`src/rtl/otter_io_pkg.sv`:
```
// Shared definitions for OTTER IOBUS responder peripherals: timer register
// offsets, CTRL field positions and the packed CTRL layout.
package otter_io_pkg;

  // Word select (IOBUS_ADDR[3:2]) of each timer register
  localparam logic [1:0] TMR_CTRL    = 2'd0;
  localparam logic [1:0] TMR_COUNT   = 2'd1;
  localparam logic [1:0] TMR_COMPARE = 2'd2;
  localparam logic [1:0] TMR_STATUS  = 2'd3;

  // CTRL bit positions
  localparam int CTRL_EN_BIT     = 0;
  localparam int CTRL_AR_BIT     = 1;
  localparam int CTRL_IE_BIT     = 2;
  localparam int CTRL_PS_LSB     = 8;
  localparam int CTRL_PS_MSB     = 15;
  localparam int STATUS_MATCH_BIT = 0;

  typedef struct packed {
    logic [7:0] prescale;
    logic       int_en;
    logic       auto_reload;
    logic       en;
  } tmr_ctrl_t;

  // Extract the implemented CTRL fields from a bus word
  function automatic tmr_ctrl_t ctrl_from_word(input logic [31:0] w);
    tmr_ctrl_t c;
    c.prescale    = w[CTRL_PS_MSB:CTRL_PS_LSB];
    c.int_en      = w[CTRL_IE_BIT];
    c.auto_reload = w[CTRL_AR_BIT];
    c.en          = w[CTRL_EN_BIT];
    return c;
  endfunction

  // Rebuild the bus view of CTRL; unimplemented bits read 0
  function automatic logic [31:0] ctrl_to_word(input tmr_ctrl_t c);
    logic [31:0] w;
    w = 32'h0;
    w[CTRL_PS_MSB:CTRL_PS_LSB] = c.prescale;
    w[CTRL_IE_BIT]             = c.int_en;
    w[CTRL_AR_BIT]             = c.auto_reload;
    w[CTRL_EN_BIT]             = c.en;
    return w;
  endfunction

endpackage

```
`src/rtl/otter_prescaler.sv`:
```
// Programmable 8-bit prescaler: with en high, asserts tick for one cycle
// every prescale+1 cycles. clear restarts the phase at zero.
module otter_prescaler (
  input  logic       clk,
  input  logic       srst,
  input  logic       en,
  input  logic [7:0] prescale,
  input  logic       clear,
  output logic       tick
);

  logic [7:0] ps_reg;

  // Tick is taken in the cycle the phase counter reaches the terminal value
  assign tick = en && (ps_reg == prescale);

  // Phase counter: wraps on tick, holds while disabled, clear has priority
  always_ff @(posedge clk) begin
    if (srst) begin
      ps_reg <= 8'd0;
    end else if (clear) begin
      ps_reg <= 8'd0;
    end else if (en) begin
      ps_reg <= tick ? 8'd0 : ps_reg + 8'd1;
    end
  end

endmodule

```
`src/rtl/otter_iobus_timer.sv`:
```
// OTTER IOBUS timer: 16-byte register window holding CTRL, COUNT, COMPARE
// and STATUS; prescaled 32-bit up-counter with compare match, optional
// auto-reload and a level interrupt. Reads are zero-wait-state and return
// 0 outside the window so several responders can be OR-combined.
module otter_iobus_timer
  import otter_io_pkg::*;
#(
  parameter logic [31:0] BASE_ADDR = 32'h1100_0300
) (
  input  logic        CLK,
  input  logic        RESET,
  input  logic [31:0] IOBUS_ADDR,
  input  logic [31:0] IOBUS_OUT,
  input  logic        IOBUS_WR,
  output logic [31:0] IOBUS_IN,
  output logic        TMR_INT
);

  tmr_ctrl_t   ctrl_reg;
  logic [31:0] count_reg;
  logic [31:0] compare_reg;
  logic        match_reg;

  logic        hit;
  logic [1:0]  sel;
  logic        wr_ctrl, wr_count, wr_compare, wr_status;
  logic        tick;
  logic        match_set;
  logic        unused_addr_bits;

  // Word-only access: byte offset bits are deliberately ignored
  assign unused_addr_bits = ^IOBUS_ADDR[1:0];

  assign hit        = (IOBUS_ADDR[31:4] == BASE_ADDR[31:4]);
  assign sel        = IOBUS_ADDR[3:2];
  assign wr_ctrl    = IOBUS_WR && hit && (sel == TMR_CTRL);
  assign wr_count   = IOBUS_WR && hit && (sel == TMR_COUNT);
  assign wr_compare = IOBUS_WR && hit && (sel == TMR_COMPARE);
  assign wr_status  = IOBUS_WR && hit && (sel == TMR_STATUS);

  otter_prescaler u_prescaler (
    .clk      (CLK),
    .srst     (RESET),
    .en       (ctrl_reg.en),
    .prescale (ctrl_reg.prescale),
    .clear    (wr_ctrl),
    .tick     (tick)
  );

  // A COUNT write in a tick cycle suppresses both increment and match
  assign match_set = tick && !wr_count && (count_reg == compare_reg);

  // CTRL register; the tick of this cycle already used the old fields
  always_ff @(posedge CLK) begin
    if (RESET) begin
      ctrl_reg <= '0;
    end else if (wr_ctrl) begin
      ctrl_reg <= ctrl_from_word(IOBUS_OUT);
    end
  end

  // Counter: bus write wins, otherwise advance (or reload on match) per tick
  always_ff @(posedge CLK) begin
    if (RESET) begin
      count_reg <= 32'h0;
    end else if (wr_count) begin
      count_reg <= IOBUS_OUT;
    end else if (tick) begin
      if (match_set && ctrl_reg.auto_reload) begin
        count_reg <= 32'h0;
      end else begin
        count_reg <= count_reg + 32'd1;
      end
    end
  end

  // COMPARE register; a match in the same cycle compares against the old value
  always_ff @(posedge CLK) begin
    if (RESET) begin
      compare_reg <= 32'hFFFF_FFFF;
    end else if (wr_compare) begin
      compare_reg <= IOBUS_OUT;
    end
  end

  // Sticky MATCH flag: a new match beats a write-1-to-clear
  always_ff @(posedge CLK) begin
    if (RESET) begin
      match_reg <= 1'b0;
    end else if (match_set) begin
      match_reg <= 1'b1;
    end else if (wr_status && IOBUS_OUT[STATUS_MATCH_BIT]) begin
      match_reg <= 1'b0;
    end
  end

  assign TMR_INT = match_reg && ctrl_reg.int_en;

  // Read mux: selected register inside the window, zero elsewhere
  always_comb begin
    IOBUS_IN = 32'h0;
    if (hit) begin
      case (sel)
        TMR_CTRL:    IOBUS_IN = ctrl_to_word(ctrl_reg);
        TMR_COUNT:   IOBUS_IN = count_reg;
        TMR_COMPARE: IOBUS_IN = compare_reg;
        default:     IOBUS_IN = {31'h0, match_reg};
      endcase
    end
  end

endmodule

```
`config.mk`:
```
export PLATFORM = sky130hd
export DESIGN_NAME = otter_iobus_timer
export DESIGN_NICKNAME = d
export VERILOG_FILES = /design/src/rtl/otter_io_pkg.sv /design/src/rtl/otter_prescaler.sv /design/src/rtl/otter_iobus_timer.sv
export SDC_FILE = /design/constraint.sdc
export NUM_CORES = 1
export LEC_CHECK = 0
export BUFFER_PORTS_ARGS = -buffer_cell sky130_fd_sc_hd__buf_4
export CORE_AREA = 2 2 108 89
export DETAILED_ROUTE_END_ITERATION = 8
export DIE_AREA = 0 0 110 91
export PLACE_DENSITY = 0.81
export SYNTH_ARGS = -nofsm -noshare
export SYNTH_HDL_FRONTEND = slang
export SYNTH_HIERARCHICAL = 1
export SYNTH_SLANG_ARGS = --single-unit
export TNS_END_PERCENT = 100
```
`constraint.sdc`:
```
create_clock -name CLK -period 5.9 [get_ports CLK]
set_clock_uncertainty 0.1 [all_clocks]
set_input_delay 1.475 -clock CLK [delete_from_list [all_inputs] [get_ports CLK]]
set_output_delay 1.475 -clock CLK [all_outputs]
set_load 0.03 [all_outputs]
```
==> results of run 1 <==
==> tightest hold or removal path, stage by stage, from the launching register on <==
cell      delay, ps
dfxtp_1         330
nand2_1          60
nand3b_1         60
==> cell families after synthesis <==
kind of cell / after synthesis / synth area share [%]
fa+ha+maj: 2 / 0.4725
buf+inv: 61 / 6.002
flops: 84 / 31.76
xor+xnor: 71 / 11.74
mux: 23 / 4.608
compound gates: 79 / 11.48
simple gates: 348 / 33.93
==> metal layers <==
layer / track usage (%) / routed length [um] / vias to the layer above
li1: - / - / 2457
met1: 42.08 / 6305 / 2487
met2: 48.47 / 7160 / 310
met3: 7.466 / 1604 / 35
met4: 9.494 / 302 / 0
met5: 0 / 0 / -
==> through the flow <==
step | worst slack (ps) | area, um^2
floorplan | 1124 | 5295
global placement | 750.9 | 5919
detailed placement | 649.5 | 5919
CTS | 643.7 | 6151
global route | 432.7 | 6151
finish | 625.6 | 6151
==> power by group through the flow <==
stage / Sequential (uW) / Combinational (uW) / Clock (uW)
6_report: 566 / 79.4 / 490
5_1_grt: 566 / 84.5 / 516
4_1_cts: 566 / 78.2 / 492
3_5_place_dp: 580 / 77.9 / 0
3_3_place_gp: 580 / 77.5 / 0
2_1_floorplan: 580 / 32.2 / 0
==> cell usage after synthesis, types with 20 or more instances <==
library cell | n | share of area, %
nor3_1 | 20 | 1.9
mux2i_1 | 21 | 4.0
a21oi_1 | 25 | 2.4
nand3b_1 | 34 | 4.8
nand4_1 | 31 | 3.7
a22oi_1 | 21 | 3.0
clkbuf_1 | 26 | 1.8
nand2_1 | 98 | 6.9
dfxtp_1 | 84 | 32
xnor2_1 | 60 | 9.9
nand3_1 | 31 | 2.9
nor2_1 | 83 | 5.9
==> worst max-delay path by stage <==
stage                        end  slack (ps)
finish              IOBUS_IN[11]         630
global placement     IOBUS_IN[5]         750
global route        IOBUS_IN[31]         430
CTS                 IOBUS_IN[11]         640
floorplan           IOBUS_IN[10]        1120
detailed placement  IOBUS_IN[11]         650
==> final cells by class <==
cell class                      count  area [um^2]  share of cell area [%]
Tap cell                          115        143.9                   2.339
Inverter                            4        15.01                  0.2441
Sequential cell                    84         1682                   27.34
Timing Repair Buffer              104        780.7                   12.69
Clock inverter                      5        100.1                   1.627
Multi-Input combinational cell    523         3298                   53.62
Clock buffer                       11        131.4                   2.136
==> qor.yml, run 1 <==
drt-pass1-iter-count: 5
synth_cell_types: 53
leakage_uw: 0.002481
overflow: 0
portBuffers: 97
ys_seq_elements: 84
critPathLaunch: "IOBUS_ADDR[5]"
nFillCells: 741
rsz0062_at_grt: "no"
critPathMaxFanout: 31
internal_power_uw: 888.8
cts_tree: "built"
die_w_um: 110
htreeDepth: 3
grt_max_degree: 81
avgViaCountPerCell: 6.252
synth-edff-count: 0
power.total_uw: 1136
syn_area_um2: 5295
drtAntennaViolNets: 0
gp_congestion: 0.9425
yosysSeqAreaShare_pct: 31.76
r2r-start: "u_prescaler/ps_reg[2]$_SDFFE_PP0P_"
hold_end: "compare_reg[22]$_SDFFE_PP1P_"
fmax_mhz: 189.6
tightest_slew_ps: 1193
hold_buffers: 0
min_from: "compare_reg[22]$_SDFFE_PP1P_"
slew_headroom_pct: 20.47
swShare_pct: 21.74
max_stage_delay_ps: 940
power.share.clock_pct: 43.1
vias: 5289
coreArea_um2: 8882
dieArea_um2: 10010
worst_ir_drop_vdd_v: 0.0001070
wl_per_cell_um: 18.17
drc: 0
clk_pin_slew_ps: 80
whs_ps: 404.6
syn_inst: 668
routed_wl_um: 15370
numCtsBuffers: 9
r2r_setup_slack_ps: 2770
fp-row-count: 31
power.density_nw_per_um2: 184.6
crit_path_end_kind: "output port"
layout_common_cells: "buf_4 (104), nand2_1 (98), dfxtp_1 (84)"
slew_viol_final: 0
crit_type: "primary input to output port"
die-height_um: 91
track_usage_pct: 31.03
cp.arrival_ps: 3700
critPathLaunchType: "primary input"
setup_viol: 0
p_switching_uw: 246.9
period_needed_ps: 5274
crit_top_cell: "buf_4"
power_frac_comb_pct: 7.0
crit_path_cell_trace: "buf_4 -> nor4b_1 -> nand4_1 -> or3_1 -> nor2_1 -> buf_4"
antenna_cells: 0
reg2regPathDepth: 9
worstHoldPathType: "flip-flop to flip-flop"
seqPwrFrac_pct: 49.9
grt_pass1_vias: 5078
drive_gt1_share_pct: 19.02
cts_buffer_depth: 2
async_flop_share_pct: 0
synth-main-ff-cell: "dfxtp_1"
cts_resized: 0
fin_util_pct: 69.25
syn2layout_area_growth_pct: 16.16
cp_num_buf_inv: 2
initial_core_util_pct: 59.61
clkSinkCount: 84
hpwl_um: 10790
hold_violations: 0
yosys_warnings: 6
crit_cells: 6
ctsRootBufferMaster: "clkbuf_8"
setup_tns_ps: 0
drt_iter0_drc: 541
clk_latency_ps: 360
post_synth.cell_area_avg_um2: 7.927
status: "completed"
worst_r2r_endpoint: "count_reg[18]$_SDFFE_PP0P_"
postCtsSetupBuffers: 0
max_cap_violations: 0
fin_cells: 846
ios: 100
critical_path.top_delay_family: "simple AND/OR/NAND/NOR gates"
mostFrequentLayoutCell: "buf_4"
nets: 795
slowest_stage: "or3_1"
cp.required_ps: 4320
post-place-cells: 830
finalCritPeriodShare_pct: 89.40
syn_nets: 737
grt_pass1_wl_um: 24760
hold-path-cell-count: 2
grt_antenna_before_repair: 0
(Power assumes the default switching activity.)
==> run 2, diff against run 1 <==
- RECOVER_POWER: default -> 100
==> qor.yml, run 2 (synthesis gave the netlist of run 1 again) <==
vias: 5291
critPathMaxFanout: 31
layout_common_cells: "nand2_1 (98), dfxtp_1 (84), nor2_1 (83)"
crit_path_end_kind: "output port"
fp-row-count: 31
ctsRootBufferMaster: "clkbuf_8"
drive_gt1_share_pct: 12.86
whs_ps: 403.9
postCtsSetupBuffers: 0
syn2layout_area_growth_pct: 12.17
setup_tns_ps: 0
crit_type: "primary input to output port"
cts_resized: 0
r2r_setup_slack_ps: 2220
nFillCells: 786
track_usage_pct: 31.03
grt_max_degree: 81
wl_per_cell_um: 18.18
min_from: "compare_reg[22]$_SDFFE_PP1P_"
hold_end: "compare_reg[22]$_SDFFE_PP1P_"
seqPwrFrac_pct: 49.8
reg2regPathDepth: 8
gp_congestion: 0.9425
grt_antenna_before_repair: 0
coreArea_um2: 8882
fmax_mhz: 186.8
fin_util_pct: 66.87
htreeDepth: 3
portBuffers: 97
hpwl_um: 10790
slew_viol_final: 52
ios: 100
clk_pin_slew_ps: 80
drc: 0
critPathLaunchType: "primary input"
antenna_cells: 0
status: "complete, but fails checks"
routed_wl_um: 15380
drt-pass1-iter-count: 6
p_switching_uw: 248.4
setup_viol: 0
numCtsBuffers: 9
dieArea_um2: 10010
cts_buffer_depth: 2
cp.arrival_ps: 3780
internal_power_uw: 888.4
power_frac_comb_pct: 6.9
initial_core_util_pct: 59.61
drt_iter0_drc: 585
clkSinkCount: 84
worst_ir_drop_vdd_v: 0.0001066
overflow: 0
rsz0062_at_grt: "no"
hold_buffers: 0
clk_latency_ps: 360
mostFrequentLayoutCell: "nand2_1"
r2r-start: "u_prescaler/ps_reg[2]$_SDFFE_PP0P_"
nets: 795
swShare_pct: 21.85
die-height_um: 91
failed_checks: "max-capacitance violations, max-slew violations"
worst_r2r_endpoint: "count_reg[0]$_SDFFE_PP0P_"
grt_pass1_wl_um: 24760
cts_tree: "built"
leakage_uw: 0.002302
slew_headroom_pct: -14.34
grt_pass1_vias: 5078
max_cap_violations: 2
power.share.clock_pct: 43.3
die_w_um: 110
drtAntennaViolNets: 0
hold-path-cell-count: 2
cp.required_ps: 4320
avgViaCountPerCell: 6.254
period_needed_ps: 5352
power.density_nw_per_um2: 191.4
worstHoldPathType: "flip-flop to flip-flop"
finalCritPeriodShare_pct: 90.71
hold_violations: 0
tightest_slew_ps: 1707
## run 2: cell type report
type / count / area (um^2) / share of cell area [%]
Clock inverter: 5 / 100.1 / 1.685
Clock buffer: 11 / 131.4 / 2.212
Timing Repair Buffer: 104 / 649.4 / 10.93
Multi-Input combinational cell: 523 / 3218 / 54.18
Sequential cell: 84 / 1682 / 28.31
Tap cell: 115 / 143.9 / 2.423
Inverter: 4 / 15.01 / 0.2528
## run 2: power by group through the flow
stage                     clock network [uW]  registers, uW  logic (uW)
after floorplan                            0            580        32.2
after global placement                     0            580        77.5
after detailed placement                   0            580        77.9
after CTS                                492            566        78.2
after global routing                     516            566        83.9
final                                    492            566        78.6
## run 2: worst max-delay path: stages
cell      delay, ps
clkbuf_4        110
nor4b_1         340
nand4_1         260
or3_1           920
nor2_1          300
clkbuf_1        360
## run 2: routing by layer
| metal | routed length (um) | track usage, % | vias to the layer above |
|---|---|---|---|
| li1 | - | - | 2461 |
| met1 | 6398 | 42.08 | 2493 |
| met2 | 7106 | 48.47 | 305 |
| met3 | 1573 | 7.466 | 32 |
| met4 | 302 | 9.494 | 0 |
| met5 | 0 | 0 | - |
## run 2: worst max-delay path by stage
stage,cells past startpoint,start,endpoint
6_report,6,IOBUS_ADDR[5],IOBUS_IN[11]
5_1_grt,6,IOBUS_ADDR[5],IOBUS_IN[31]
4_1_cts,6,IOBUS_ADDR[5],IOBUS_IN[11]
2_1_floorplan,5,IOBUS_ADDR[29],IOBUS_IN[10]
3_5_place_dp,6,IOBUS_ADDR[5],IOBUS_IN[11]
3_3_place_gp,6,IOBUS_ADDR[5],IOBUS_IN[5]
## run 2: per-stage QoR
step / cell area, um^2 / power [uW] / setup slack (ps) / instances
finish: 5939 / 1137 / 548.0 / 846
global route: 5939 / 1166 / 356.1 / 846
CTS: 6151 / 1137 / 643.7 / 846
detailed placement: 5919 / 657.6 / 649.5 / 830
global placement: 5919 / 657.2 / 750.9 / 830
floorplan: 5295 / 611.9 / 1124 / 668
